==> src/rtl/led_pattern_drv_if.sv <==
// Command channel and LED status between the control FSM (master) and the LED pattern driver (slave).
interface led_pattern_drv_if;
  logic       cmd_valid;
  logic       cmd_ready;
  logic [2:0] cmd_mode;
  logic [3:0] cmd_count;
  logic       led;
  logic       busy;
  logic       done;

  modport master (
    output cmd_valid, cmd_mode, cmd_count,
    input  cmd_ready, led, busy, done
  );

  modport slave (
    input  cmd_valid, cmd_mode, cmd_count,
    output cmd_ready, led, busy, done
  );
endinterface

==> src/rtl/led_pattern_drv.sv <==
// Drives one LED with off/on/slow blink/fast blink/burst patterns, timed by a 1 ms prescaler.
module led_pattern_drv #(
  parameter int CLK_FREQ_KHZ = 95000,
  parameter int SLOW_HALF_MS = 500,
  parameter int FAST_HALF_MS = 100,
  parameter int PULSE_MS     = 200
) (
  input logic clk,
  input logic rst,
  led_pattern_drv_if.slave bus
);

  localparam int PH_A   = (SLOW_HALF_MS > FAST_HALF_MS) ? SLOW_HALF_MS : FAST_HALF_MS;
  localparam int PH_MAX = (PH_A > PULSE_MS) ? PH_A : PULSE_MS;
  localparam int PH_W   = $clog2(PH_MAX) + 1;
  localparam int PS_W   = (CLK_FREQ_KHZ > 1) ? $clog2(CLK_FREQ_KHZ) : 1;

  typedef enum logic [2:0] {
    S_OFF,
    S_ON,
    S_BLINK,
    S_BURST_ON,
    S_BURST_OFF
  } state_t;

  state_t          state;
  state_t          state_nxt;
  logic [PS_W-1:0] presc;
  logic [PH_W-1:0] ms_cnt;
  logic [PH_W-1:0] half_len;
  logic [PH_W-1:0] phase_len;
  logic [3:0]      remaining;
  logic            blink_lvl;
  logic            blink_nxt;
  logic            accept;
  logic            tick;
  logic            timed;
  logic            phase_end;
  logic            led_nxt;
  logic            busy_nxt;
  logic            done_nxt;

  assign bus.cmd_ready = (state == S_OFF) || (state == S_ON) || (state == S_BLINK);
  assign accept        = bus.cmd_valid && bus.cmd_ready;
  assign tick          = (presc == PS_W'(CLK_FREQ_KHZ - 1));
  assign timed         = (state == S_BLINK) || (state == S_BURST_ON) || (state == S_BURST_OFF);
  assign phase_len     = (state == S_BLINK) ? half_len : PH_W'(PULSE_MS);
  assign phase_end     = timed && tick && (ms_cnt == phase_len - PH_W'(1));

  // A fresh blink command always starts on the lit half.
  assign blink_nxt = accept ? 1'b1 : ((state == S_BLINK && phase_end) ? ~blink_lvl : blink_lvl);

  always_ff @(posedge clk or posedge rst) begin
    if (rst) begin
      state <= S_OFF;
    end else begin
      state <= state_nxt;
    end
  end

  always_comb begin
    state_nxt = state;
    if (accept) begin
      case (bus.cmd_mode)
        3'd1:       state_nxt = S_ON;
        3'd2, 3'd3: state_nxt = S_BLINK;
        3'd4:       state_nxt = (bus.cmd_count != 4'd0) ? S_BURST_ON : S_OFF;
        default:    state_nxt = S_OFF;
      endcase
    end else if (phase_end) begin
      case (state)
        S_BURST_ON:  state_nxt = S_BURST_OFF;
        S_BURST_OFF: state_nxt = (remaining == 4'd0) ? S_OFF : S_BURST_ON;
        default:     state_nxt = state;
      endcase
    end
  end

  always_comb begin
    led_nxt  = 1'b0;
    busy_nxt = 1'b0;
    done_nxt = 1'b0;
    case (state_nxt)
      S_ON:        led_nxt = 1'b1;
      S_BLINK:     led_nxt = blink_nxt;
      S_BURST_ON:  begin led_nxt = 1'b1; busy_nxt = 1'b1; end
      S_BURST_OFF: busy_nxt = 1'b1;
      default:     led_nxt = 1'b0;
    endcase
    if (accept && bus.cmd_mode == 3'd4 && bus.cmd_count == 4'd0) begin
      done_nxt = 1'b1;
    end else if (!accept && state == S_BURST_OFF && phase_end && remaining == 4'd0) begin
      done_nxt = 1'b1;
    end
  end

  // Acceptance restarts both timers so the first phase of any new pattern is full length.
  always_ff @(posedge clk or posedge rst) begin
    if (rst) begin
      presc     <= '0;
      ms_cnt    <= '0;
      half_len  <= '0;
      remaining <= '0;
      blink_lvl <= 1'b0;
    end else begin
      if (accept || tick) begin
        presc <= '0;
      end else begin
        presc <= presc + PS_W'(1);
      end

      if (accept || !timed || phase_end) begin
        ms_cnt <= '0;
      end else if (tick) begin
        ms_cnt <= ms_cnt + PH_W'(1);
      end

      if (accept && bus.cmd_mode == 3'd2) begin
        half_len <= PH_W'(SLOW_HALF_MS);
      end else if (accept && bus.cmd_mode == 3'd3) begin
        half_len <= PH_W'(FAST_HALF_MS);
      end

      if (accept && bus.cmd_mode == 3'd4) begin
        remaining <= bus.cmd_count;
      end else if (state == S_BURST_ON && phase_end) begin
        remaining <= remaining - 4'd1;
      end

      blink_lvl <= blink_nxt;
    end
  end

  always_ff @(posedge clk or posedge rst) begin
    if (rst) begin
      bus.led  <= 1'b0;
      bus.busy <= 1'b0;
      bus.done <= 1'b0;
    end else begin
      bus.led  <= led_nxt;
      bus.busy <= busy_nxt;
      bus.done <= done_nxt;
    end
  end

endmodule

==> src/flat_wrapper.sv <==
// flat-port wrapper written by rule: the top's interface ports become plain ports
module led_pattern_drv_flat 
#(
  parameter int CLK_FREQ_KHZ = 95000,
  parameter int SLOW_HALF_MS = 500,
  parameter int FAST_HALF_MS = 100,
  parameter int PULSE_MS     = 200
)
  (clk, rst, bus_cmd_valid, bus_cmd_mode, bus_cmd_count, bus_cmd_ready, bus_led, bus_busy, bus_done);
  led_pattern_drv_if bus_i ();
  input logic clk;
  input logic rst;
  input wire logic [$bits(bus_i.cmd_valid)-1:0] bus_cmd_valid;
  input wire logic [$bits(bus_i.cmd_mode)-1:0] bus_cmd_mode;
  input wire logic [$bits(bus_i.cmd_count)-1:0] bus_cmd_count;
  output wire logic [$bits(bus_i.cmd_ready)-1:0] bus_cmd_ready;
  output wire logic [$bits(bus_i.led)-1:0] bus_led;
  output wire logic [$bits(bus_i.busy)-1:0] bus_busy;
  output wire logic [$bits(bus_i.done)-1:0] bus_done;
  assign bus_i.cmd_valid = bus_cmd_valid;
  assign bus_i.cmd_mode = bus_cmd_mode;
  assign bus_i.cmd_count = bus_cmd_count;
  assign bus_cmd_ready = bus_i.cmd_ready;
  assign bus_led = bus_i.led;
  assign bus_busy = bus_i.busy;
  assign bus_done = bus_i.done;
  led_pattern_drv #(.CLK_FREQ_KHZ(CLK_FREQ_KHZ), .SLOW_HALF_MS(SLOW_HALF_MS), .FAST_HALF_MS(FAST_HALF_MS), .PULSE_MS(PULSE_MS)) u_core (.clk(clk), .rst(rst), .bus(bus_i));
endmodule
==> config.mk <==
export PLATFORM = sky130hd
export DESIGN_NAME = led_pattern_drv_flat
export DESIGN_NICKNAME = d
export VERILOG_FILES = /design/src/rtl/led_pattern_drv_if.sv /design/src/rtl/led_pattern_drv.sv /design/src/flat_wrapper.sv
export SDC_FILE = /design/constraint.sdc
export NUM_CORES = 1
export LEC_CHECK = 0
export ABC_AREA = 0
export CAP_MARGIN = 20
export CORE_MARGIN = 2
export CORE_UTILIZATION = 35
export DETAILED_ROUTE_END_ITERATION = 16
export PLACE_DENSITY = 0.54
export REMOVE_ABC_BUFFERS = 1
export SETUP_SLACK_MARGIN = 0.5
export SLEW_MARGIN = 20
export SYNTH_ARGS = -nofsm -noshare
export SYNTH_HDL_FRONTEND = slang
export SYNTH_SLANG_ARGS = --single-unit
==> constraint.sdc <==
create_clock -name clk -period 4.6 [get_ports clk]
set_input_delay 0.92 -clock clk [delete_from_list [all_inputs] [get_ports clk]]
set_output_delay 0.92 -clock clk [all_outputs]
set_load 0.05 [all_outputs]
==> flow_summary.yaml <==
outcome:
  outcome: "finished clean"
timing:
  slew_violations: 0
  finalCritPeriodShare_pct: 70.33
  finalHoldViolCount: 0
  worst_slack_ps: 1365
  fin_setup_tns_ps: 0
  tightest_slew_ps: 1016
  setup_viol: 0
  holdWs_ps: 496.4
  clock_skew_ps: 8.174
  rsz0062_at_grt: "false"
  fmax_mhz: 309.1
  min_period_ps: 3235
  relSlewSlack_pct: 31.69
floorplanning:
  die_w_um: 88.49
  core_um2: 6869
  start_util_pct: 36.38
  die_area_um2: 7830
  ios: 14
  die_y_um: 88.49
  rows: 30
setup_path:
  worstPathRequired_ps: 4780
  cp-end-kind: "register"
  critPathMaxFanout: 15
  startpoint_type: "register"
  arrival_ps: 3420
  critPathKind: "reg2reg"
  worstSetupStartpoint: "u_core.state[0]"
  r2r_start: "u_core.state[0]"
cts:
  clock_latency_ps: 290
  cts_tree: "yes"
  cts_setup_buffers: 0
  ctsRootBufferMaster: "clkbuf_8"
  cts-htree-levels: 2
  cts.sinks: 40
  cts-buffers-inserted: 5
  ctsHoldBuffers: 0
  ctsResizeCount: 0
  clk_pin_slew_ps: 90
  clk_path_buf_depth: 2
yosys:
  seq_area_frac_synth_pct: 40.06
  ys_top_cells_by_area: "dfrtp_1 40%, nor2_1 6.0%, xnor2_1 4.2%"
  synthFlopType: "dfrtp_1"
  yosys_warnings: 0
  async_flop_share_pct: 100.0
  syn_inst: 277
  synth_edf_count: 0
  synth.top_cell.area_share_pct: 40.06
  syn_area_per_cell_um2: 9.020
  ys_ff_latch: 40
  yosysUniqueCellTypes: 60
  yosysTopAreaCell: "dfrtp_1"
  syn_area_um2: 2499
run:
  cap_violations: 0
routing:
  firstDrtPassIters: 4
  drt_first_iter_violations: 115
  post_drt_wl_per_cell_um: 14.10
  ant_nets: 0
  drcViolationCount: 0
  num_vias: 1942
  vias_per_cell: 5.111
  drt_wl_total_um: 5358
power:
  leakage_nw: 1.106
  max-vdd-ir-drop_mv: 0.1656
  p_per_area_nw_per_um2: 402.1
global_routing:
  track_usage_pct: 15.01
  grt_pass1_vias: 1915
  grt_antenna_before_repair: 0
  grt_pass1_wl_um: 9232
  overflow: 0
  grt_max_degree: 22
place:
  dp_worst_setup_slack_ps: 1402
  dpl.hpwl_um: 3842
  gp_congestion: 0.8091
  port_buffers: 13
layout:
  diodes: 0
  syn_to_final_growth_pct: 11.57
  fillers: 681
  drive_above_1_share_pct: 8.803
  layout_common_cells: "40 x nor2_1, 40 x dfrtp_1, 20 x nand2_1, 17 x nand3_1, 13 x clkdlybuf4s50_1"
  layout.nets: 296
min_path:
  holdCritPathClass: "reg2reg"
  hp-start: "u_core.presc[0]"
[per-layer routing]
layer | vias to the layer above | share of wire, % | GRT usage (%)
li1 | 989 | - | -
met4 | 0 | 0.97 | 4.132
met1 | 933 | 50 | 20.99
met2 | 16 | 47 | 23.92
met3 | 4 | 2.1 | 2.799
met5 | - | 0 | 0
[registers in the layout, indices dropped and copies added (netlist names)]
signal and cells:
u_core.blink_lvl 1, u_core.bus.busy 1, u_core.bus.done 1, u_core.bus.led 1, u_core.half_len 2, u_core.ms_cnt 10
u_core.presc 17, u_core.remaining 4, u_core.state 3
[worst paths after layout]
check | depth (start not counted) | slack [ps] | to
max in group asynchronous | 3 | 2780 | u_core.ms_cnt[5]
min in group asynchronous | 2 | 1050 | u_core.presc[5]
min reg2reg | 1 | 500 | u_core.presc[0]
max reg2reg | 7 | 1360 | u_core.bus.busy
min | 1 | 500 | u_core.presc[0]
max | 7 | 1360 | u_core.bus.busy
[Yosys cell counts (all sizes together) (3+ instances only)]
library cell  count
a21oi            12
a31o              3
a31oi             3
and2              6
and3              8
buf               8
clkbuf            7
dfrtp            40
ha                3
inv               8
mux2              3
mux2i             4
nand2            20
nand3            17
nand4             4
nor2             40
nor2b             7
nor3              5
nor3b             3
nor4              5
o21ai             9
or3               5
or3b              3
xnor2            12
xor2             10
[power breakdown]
part	internal (mW)	switching, mW
combinational	0.146	0.203
clock	0.164	0.137
sequential	0.401	0.0700
[critical path: stages, from the launching register on]
cell      delay, ps
dfrtp_1         550
nor3b_2         510
mux2i_1         290
a221oi_2        110
nor4_2          900
mux2_4          370
a21boi_1        130
mux2_4          260
[per-stage QoR]
stage	total power, mW	utilization, %	std cells	instance area, um^2
after floorplan	0.7254	-	262	2415
after detailed placement	0.8261	38.91	372	2673
after global placement	0.8255	38.91	372	2673
after global routing	1.199	40.58	380	2788
after CTS	1.133	40.58	380	2788
final	1.121	40.58	380	2788
[area by class of cell]
cell class | instances | area [um^2] | area share [%]
flip-flops and latches | 40 | 1001 | 35.91
repair buffers | 14 | 137.6 | 4.937
well taps | 96 | 120.1 | 4.309
clock buffers | 5 | 68.82 | 2.469
inverters | 8 | 30.03 | 1.077
multi-input cells | 214 | 1384 | 49.64
clock inverters | 3 | 46.29 | 1.661
[cells by family after synthesis]
logic type      share of synthesized area (%)
fa+ha+maj                               1.502
mux                                     3.255
simple gates                            30.25
compound gates                          12.67
flops                                   40.06
buf+inv                                 4.557
xor+xnor                                7.711
No activity file was read; power rests on OpenSTA's default activity.
